## config.mk

```make
export PLATFORM = sky130hd
export DESIGN_NAME = pc_fetch_ctrl
export DESIGN_NICKNAME = d
export VERILOG_FILES = /design/src/rtl/pc_fetch_ctrl.sv
export SDC_FILE = /design/constraint.sdc
export NUM_CORES = 1
export LEC_CHECK = 0
export BUFFER_PORTS_ARGS = -buffer_cell sky130_fd_sc_hd__buf_2
export CAP_MARGIN = 20
export CORE_AREA = 2 2 93 113
export DETAILED_ROUTE_END_ITERATION = 8
export DIE_AREA = 0 0 95 115
export GPL_TIMING_DRIVEN = 0
export PLACE_DENSITY_LB_ADDON = 0.05
export SLEW_MARGIN = 40
export SYNTH_ARGS = -nofsm -noshare
export SYNTH_HDL_FRONTEND = slang
export SYNTH_SLANG_ARGS = --single-unit
```

## constraint.sdc

```tcl
create_clock -name clk -period 2.42 [get_ports clk]
set_input_delay 0.121 -clock clk [delete_from_list [all_inputs] [get_ports clk]]
set_output_delay 0.121 -clock clk [all_outputs]
set_load 0.01 [all_outputs]
```

## src/rtl/pc_fetch_ctrl.sv

```systemverilog
// Program-counter register and next-PC sequencer. Owns the instruction-fetch
// handshake, selects PC+4 or the jump/branch target, and parks in a trap
// state on a misaligned taken target or an instruction-memory timeout.
module pc_fetch_ctrl #(
    parameter logic [31:0] RESET_PC    = 32'h0000_0000,
    parameter bit          ALIGN_CHECK = 1'b1,
    parameter int unsigned MEM_TIMEOUT = 16
) (
    input  logic        clk,
    input  logic        rst_n,
    input  logic [4:0]  opcode,
    input  logic        branch_taken,
    input  logic [31:0] jb_target,
    input  logic        stall,
    input  logic        imem_ready,
    input  logic        trap_clear,
    input  logic [31:0] trap_vec,
    output logic [31:0] pc,
    output logic [31:0] pc_plus4,
    output logic        imem_req,
    output logic        instr_valid,
    output logic        redirect,
    output logic        exc_valid,
    output logic [1:0]  exc_cause,
    output logic [31:0] exc_pc
);

    // opcode[6:2] encodings of the control-transfer classes
    localparam logic [4:0] OPC_JAL    = 5'b11011;
    localparam logic [4:0] OPC_JALR   = 5'b11001;
    localparam logic [4:0] OPC_BRANCH = 5'b11000;

    // wait_cnt value on which a further not-ready cycle becomes a timeout
    localparam logic [7:0] TIMEOUT_LAST = 8'(MEM_TIMEOUT - 1);

    localparam logic [1:0] CAUSE_NONE     = 2'b00;
    localparam logic [1:0] CAUSE_MISALIGN = 2'b01;
    localparam logic [1:0] CAUSE_TIMEOUT  = 2'b10;

    typedef enum logic [1:0] {
        StBoot,
        StFetch,
        StTrap
    } state_t;

    state_t      r_state,     w_state_nxt;
    logic [31:0] r_pc,        w_pc_nxt;
    logic [7:0]  r_wait_cnt,  w_wait_cnt_nxt;
    logic        r_redirect,  w_redirect_nxt;
    logic [1:0]  r_exc_cause, w_exc_cause_nxt;
    logic [31:0] r_exc_pc,    w_exc_pc_nxt;

    logic        w_take;
    logic        w_accept;
    logic        w_misaligned;
    logic [31:0] w_pc_plus4;

    assign w_take = (opcode == OPC_JAL) | (opcode == OPC_JALR) |
                    ((opcode == OPC_BRANCH) & branch_taken);
    assign w_accept     = imem_ready & ~stall;
    assign w_misaligned = ALIGN_CHECK & (|jb_target[1:0]);
    assign w_pc_plus4   = r_pc + 32'd4;

    // State register and all sequential bookkeeping
    always_ff @(posedge clk or negedge rst_n) begin
        if (!rst_n) begin
            r_state     <= StBoot;
            r_pc        <= RESET_PC;
            r_wait_cnt  <= 8'd0;
            r_redirect  <= 1'b0;
            r_exc_cause <= CAUSE_NONE;
            r_exc_pc    <= 32'h0000_0000;
        end else begin
            r_state     <= w_state_nxt;
            r_pc        <= w_pc_nxt;
            r_wait_cnt  <= w_wait_cnt_nxt;
            r_redirect  <= w_redirect_nxt;
            r_exc_cause <= w_exc_cause_nxt;
            r_exc_pc    <= w_exc_pc_nxt;
        end
    end

    // Next-state, next-PC and trap capture
    always_comb begin
        w_state_nxt     = r_state;
        w_pc_nxt        = r_pc;
        w_wait_cnt_nxt  = r_wait_cnt;
        w_redirect_nxt  = 1'b0;
        w_exc_cause_nxt = r_exc_cause;
        w_exc_pc_nxt    = r_exc_pc;

        unique case (r_state)
            StBoot: begin
                w_state_nxt = StFetch;
            end
            StFetch: begin
                if (stall) begin
                    // hazard hold: nothing advances, including the timeout count
                end else if (imem_ready) begin
                    w_wait_cnt_nxt = 8'd0;
                    if (!w_take) begin
                        w_pc_nxt = w_pc_plus4;
                    end else if (w_misaligned) begin
                        w_exc_pc_nxt    = r_pc;
                        w_exc_cause_nxt = CAUSE_MISALIGN;
                        w_state_nxt     = StTrap;
                    end else begin
                        w_pc_nxt       = jb_target;
                        w_redirect_nxt = 1'b1;
                    end
                end else if (r_wait_cnt == TIMEOUT_LAST) begin
                    w_wait_cnt_nxt  = 8'd0;
                    w_exc_pc_nxt    = r_pc;
                    w_exc_cause_nxt = CAUSE_TIMEOUT;
                    w_state_nxt     = StTrap;
                end else begin
                    w_wait_cnt_nxt = r_wait_cnt + 8'd1;
                end
            end
            StTrap: begin
                if (trap_clear) begin
                    w_pc_nxt        = trap_vec;
                    w_exc_cause_nxt = CAUSE_NONE;
                    w_redirect_nxt  = 1'b1;
                    w_state_nxt     = StFetch;
                end
            end
            default: begin
                w_state_nxt = StBoot;
            end
        endcase
    end

    assign pc          = r_pc;
    assign pc_plus4    = w_pc_plus4;
    assign imem_req    = (r_state == StFetch);
    assign instr_valid = (r_state == StFetch) & w_accept;
    assign redirect    = r_redirect;
    assign exc_valid   = (r_state == StTrap);
    assign exc_cause   = r_exc_cause;
    assign exc_pc      = r_exc_pc;

endmodule

```

After elaboration in Yosys (flattened, before gate mapping)
Index checks and enable logic that the tools add are counted.

word-level totals
  logic and storage cells = 69
  output and inout port bits = 102
  register bits after elaboration = 77

operators by class
  mux-type cells = 31
  add/sub/neg operators = 2
  bitwise operators = 6
  reduce and logical (&&, ||, !) cells = 9
  eq/ne operators = 15

operators with widths
  kind                                                                     number
  32-bit two-way mux                                                       9
  32-bit case mux with 2 select lines                                      1
  32-bit by 3-bit adder with 32-bit output, second input constant          1
  2-bit two-way mux                                                        11
  8-bit two-way mux                                                        2
  5-bit == test, second input constant                                     3
  5-bit AND reduction                                                      3
  3-bit by 2-bit inequality test with 1-bit output, second input constant  3
  8-bit by 1-bit adder with 8-bit output, second input constant            1
  8-bit by 4-bit == test with 1-bit output, second input constant          1
  2-bit inequality test, second input constant                             3
  2-bit case mux with 3 select lines                                       1
  6-bit AND reduction                                                      1
  1-bit two-way mux                                                        5
  2-bit by 1-bit inequality test with 1-bit output, second input constant  2
  2-bit case mux with 2 select lines                                       1
  2-bit nonzero test                                                       2
  1-bit AND                                                                3
  3-bit inequality test, second input constant                             1
  2-bit by 1-bit == test with 1-bit output, second input constant          1
  2-bit == test, second input constant                                     1
  2-bit logical NOT                                                        1
  1-bit bitwise OR                                                         2
  1-bit case mux with 2 select lines                                       1
  other kinds (3)                                                          3

Logic depth before layout (Yosys ltp)
  word-level depth = 7
  mapped depth = 9

Worst setup path after synthesis
OpenSTA, ideal clock, no wires.

  path kind = register -> register
  from = register r_state[1]
  to = register r_exc_pc[14], in the netlist exc_pc[14]
  setup slack = 0.315 ns
  required time = 2.292 ns
  buffers on the path = 2
  clock period less this slack = 2.105 ns
  data arrival time = 1.978 ns
  stages on the path, launching flop included = 9
  setup time = 0.128 ns
  cell sequence = dfrtp_1 inv_1 ha_1 nor2b_1 o21a_2 and2_1 buf_4 buf_6 mux2_1

between the ends
  longest elaborated chain between the ends = 2

ends and longest elaborated chain
  item                                      RTL line  RTL
  start, declared                           46        state_t r_state, w_state_nxt;
  start signal, assigned                    67        r_state <= StBoot;
  start signal, assigned                    74        r_state <= w_state_nxt;
  2-bit by 1-bit == test with 1-bit output  -
  net imem_req                              20        output logic imem_req,
  5-bit AND reduction (no line)             -
  end signal, assigned                      79        r_exc_pc <= w_exc_pc_nxt;
  end, declared                             51        logic [31:0] r_exc_pc, w_exc_pc_nxt;

The timed path passes the listed nets, and every way through them passes these cells.
A chain may end at the register's enable or synchronous reset.

Worst setup path after layout
  from = register r_pc[3], in the netlist pc[3]
  to = output port pc_plus4[22]

between the ends
  longest elaborated chain between the ends = 1

ends and longest elaborated chain
  item                                      RTL line  RTL
  start, declared                           47        logic [31:0] r_pc, w_pc_nxt;
  start signal, assigned                    75        r_pc <= w_pc_nxt;
  32-bit by 3-bit adder with 32-bit output  62        assign w_pc_plus4 = r_pc + 32'd4;
  end, declared                             19        output logic [31:0] pc_plus4,

No other way between the ends.

==> impl_metrics.ini <==
[clocking]
cts.path.max_buffers = 2
worstSkewPairLatency_ps = 340
clock-sinks = 77
cts_made_buffers = 9
clock_tree.root_cell = clkbuf_16
clk_pin_slew_ps = 60
cts_tree = yes
cts_max_level = 3

[timing]
drv_slew = 0
slew_headroom_pct = 52.2
skew_ps = 7.14
layout_min_cycle_time_ps = 2330
setup_viol = 0
hold_viol = 0
hold_ws_ps = 87.3
tightest_slew_ps = 715
timing.fmax_mhz = 429
period_share_pct = 96.3

[layout]
drive_gt1_share_pct = 38.0
final_cell_area_mm2 = 0.00635
fin_util_pct = 64.4
syn2layout_area_growth_pct = 31.6
fin_nets = 773
diodes = 0

[yosys]
syn_inst = 497
yosysWarnings = 0
synth_flop_cell = dfrtp_1
synth-edff-count = 0
synth.area.top_cells = dfrtp_1, mux2_1, xnor2_1, nor2_1, a21oi_1
synth_top_area_cell = dfrtp_1
ys_ff_latch = 77
synth_nets = 578
avgSynthCellArea_um2 = 9.71
ys_seq_area_share_pct = 39.9
postSynth.asyncResetShare_pct = 100
synthesis.area_mm2 = 0.00483
synth_top_area_share_pct = 39.9
synth_cell_types = 77

[route]
viasPerCell = 5.84
drt_wl_total_mm = 15.7
dr_total_vias = 4808
first_iter_violations = 269
ant_nets = 0
drc_errors = 0
drt-pass1-iter-count = 5
wire_per_inst_um = 19.1

[global_routing]
gr-total-overflow = 0
grt_start_max_net_pins = 47
grt_pass1_wl_mm = 23.9
grt_pass1_vias = 4641
grt_util_all_layers_pct = 28.9
antenna_found_initial = 0

[power_and_ir_drop]
power_density_mw_per_mm2 = 1140
ir_drop_uv = 542
p_leak_nw = 2.94

[worst_setup_path]
cpMaxStageDelayCell = dfrtp_1
crit_family = simple AND/OR/NAND/NOR gates
worst_path_largest_cell_delay_ps = 470
path_class = flop to output pin
end_kind = output pin
path_buf_inv = 2
cp_data_arrival_time_ps = 2210
worstPathMaxFanout = 6
required_ps = 2300
path_cells = ha_4 -> nand3_1 -> nor3_4 -> buf_4 -> and4_1 -> xor2_1 -> buf_2
cp-start-kind = flop

[flow_run]
cap_viol_max_count = 0

[place]
port_buffers = 176
placed_area_mm2 = 0.00590
gp_congestion = 0.849
dpl.hpwl_mm = 11.6

[floorplanning]
rows = 40
die-area_mm2 = 0.0109
coreArea_mm2 = 0.00986
die_y_um = 115
boundaryPins = 177
initial_core_util_pct = 49.0
die_x_um = 95

[min_path]
hold_class = input pin to flop

[status]
outcome = completed
## logic make-up (layout without fill, tap and decap cells)
group | after synthesis | count (layout) | synth area share (%)
flops | 77 | 77 | 39.9
simple gates | 168 | 168 | 19.6
compound gates | 125 | 125 | 18.6
fa+ha+maj | 6 | 6 | 1.56
mux | 39 | 39 | 9.05
xor+xnor | 32 | 32 | 5.81
buf+inv | 50 | 250 | 5.44
## stage by stage
stage	setup slack (ps)	total power [W]	TNS, ps	instances
5_1_grt	-15.8	0.00772	-16.1	823
3_5_place_dp	-204	0.00569	-2240	800
2_1_floorplan	315	0.00430	0	497
3_3_place_gp	-140	0.00559	-828	799
4_1_cts	3.37	0.00713	0	819
6_report	89.8	0.00725	0	823
## worst reg2reg max path, stage by stage (launching register included)
cell and delay [ps]:
dfrtp_1 420, inv_1 110, ha_2 300, inv_1 170
o221ai_4 280, a31o_2 150, buf_2 220, buf_4 240
a21oi_1 60, a211o_1 220
## layout by cell type (no fill, tap or decap), types with 4 or more instances in the layout
cell type  count
a32o_1         5
and3_1        11
buf_2        186
xor2_1        13
xnor2_1       19
clkbuf_2       7
a2bb2oi_1      6
nor4_1         4
nand4_1        6
o31ai_1        7
o21ai_0       22
mux2i_1        5
clkbuf_1       8
or3_1          4
a21oi_1       25
clkbuf_16      9
buf_4         13
nor2_1        37
o22a_1         5
o21a_1         8
nand2_1       33
dfrtp_1       74
mux2_1        30
nand2b_1       6
and2_1         5
o2bb2ai_1      6
nor3_1        18
inv_1          9
nand3_1       15
buf_6          5
## cell usage after synthesis (all sizes together), types with 7 or more instances
master / n
nand3: 19
nand2: 33
nor2: 38
a21oi: 25
xnor2: 19
xor2: 13
inv: 10
nand4: 10
o21ai: 26
and3: 11
nor3: 20
buf: 26
clkbuf: 14
o21a: 9
mux2: 34
dfrtp: 77
o31ai: 7
## cell type report
cell class | count | area (µm²)
fillers | 870 | 3510
well taps | 126 | 158
flip-flops and latches | 77 | 1930
clock inverters | 3 | 42.5
plain buffers | 40 | 240
multi-input cells | 370 | 2710
inverters | 10 | 37.5
repair buffers | 184 | 970
clock buffers | 13 | 270
## worst paths after layout
check / start / end / slack, ps / depth (start not counted)
max in group asynchronous: rst_n / exc_pc[28]$_DFFE_PN0P_ / 1650 / 3
max reg2reg: r_state[1]$_DFFE_PN0P_ / pc[27]$_DFFE_PN0P_ / 140 / 9
min reg2reg: exc_pc[4]$_DFFE_PN0P_ / exc_pc[4]$_DFFE_PN0P_ / 480 / 1
min: trap_vec[10] / pc[10]$_DFFE_PN0P_ / 90 / 3
min in group asynchronous: rst_n / exc_pc[11]$_DFFE_PN0P_ / 230 / 2
max: pc[3]$_DFFE_PN0P_ / pc_plus4[22] / 90 / 7
## what timing repair did
item                       4_1_cts  5_1_grt
setup endpoints to repair       49       63
resized for setup                5       24
buffers inserted                 2        4
hold endpoints to repair        31        0
pin swaps                        1        0
hold buffers                     1        0
## state kept, by name, summed over array words and instances, names as in the netlist
| signal | count |
|---|---|
| r_wait_cnt | 8 |
| redirect | 1 |
| pc | 32 |
| r_state | 2 |
| exc_cause | 2 |
| exc_pc | 32 |
## per-layer routing
layer | up-vias | track usage (%) | wire [µm]
li1 | 2218 | - | -
met1 | 2348 | 37.0 | 6410
met2 | 201 | 47.3 | 7750
met3 | 41 | 5.70 | 1060
met4 | 0 | 13.2 | 518
met5 | - | 0 | 0
## where the power goes
part / leakage [nW] / internal, W / switching (W)
Sequential: 0.919 / 0.00182 / 0.000526
Clock: 0.152 / 0.000882 / 0.000544
Combinational: 1.87 / 0.00155 / 0.00193
Total: 2.94 / 0.00426 / 0.00300
Power figures use the tool's default switching activity.
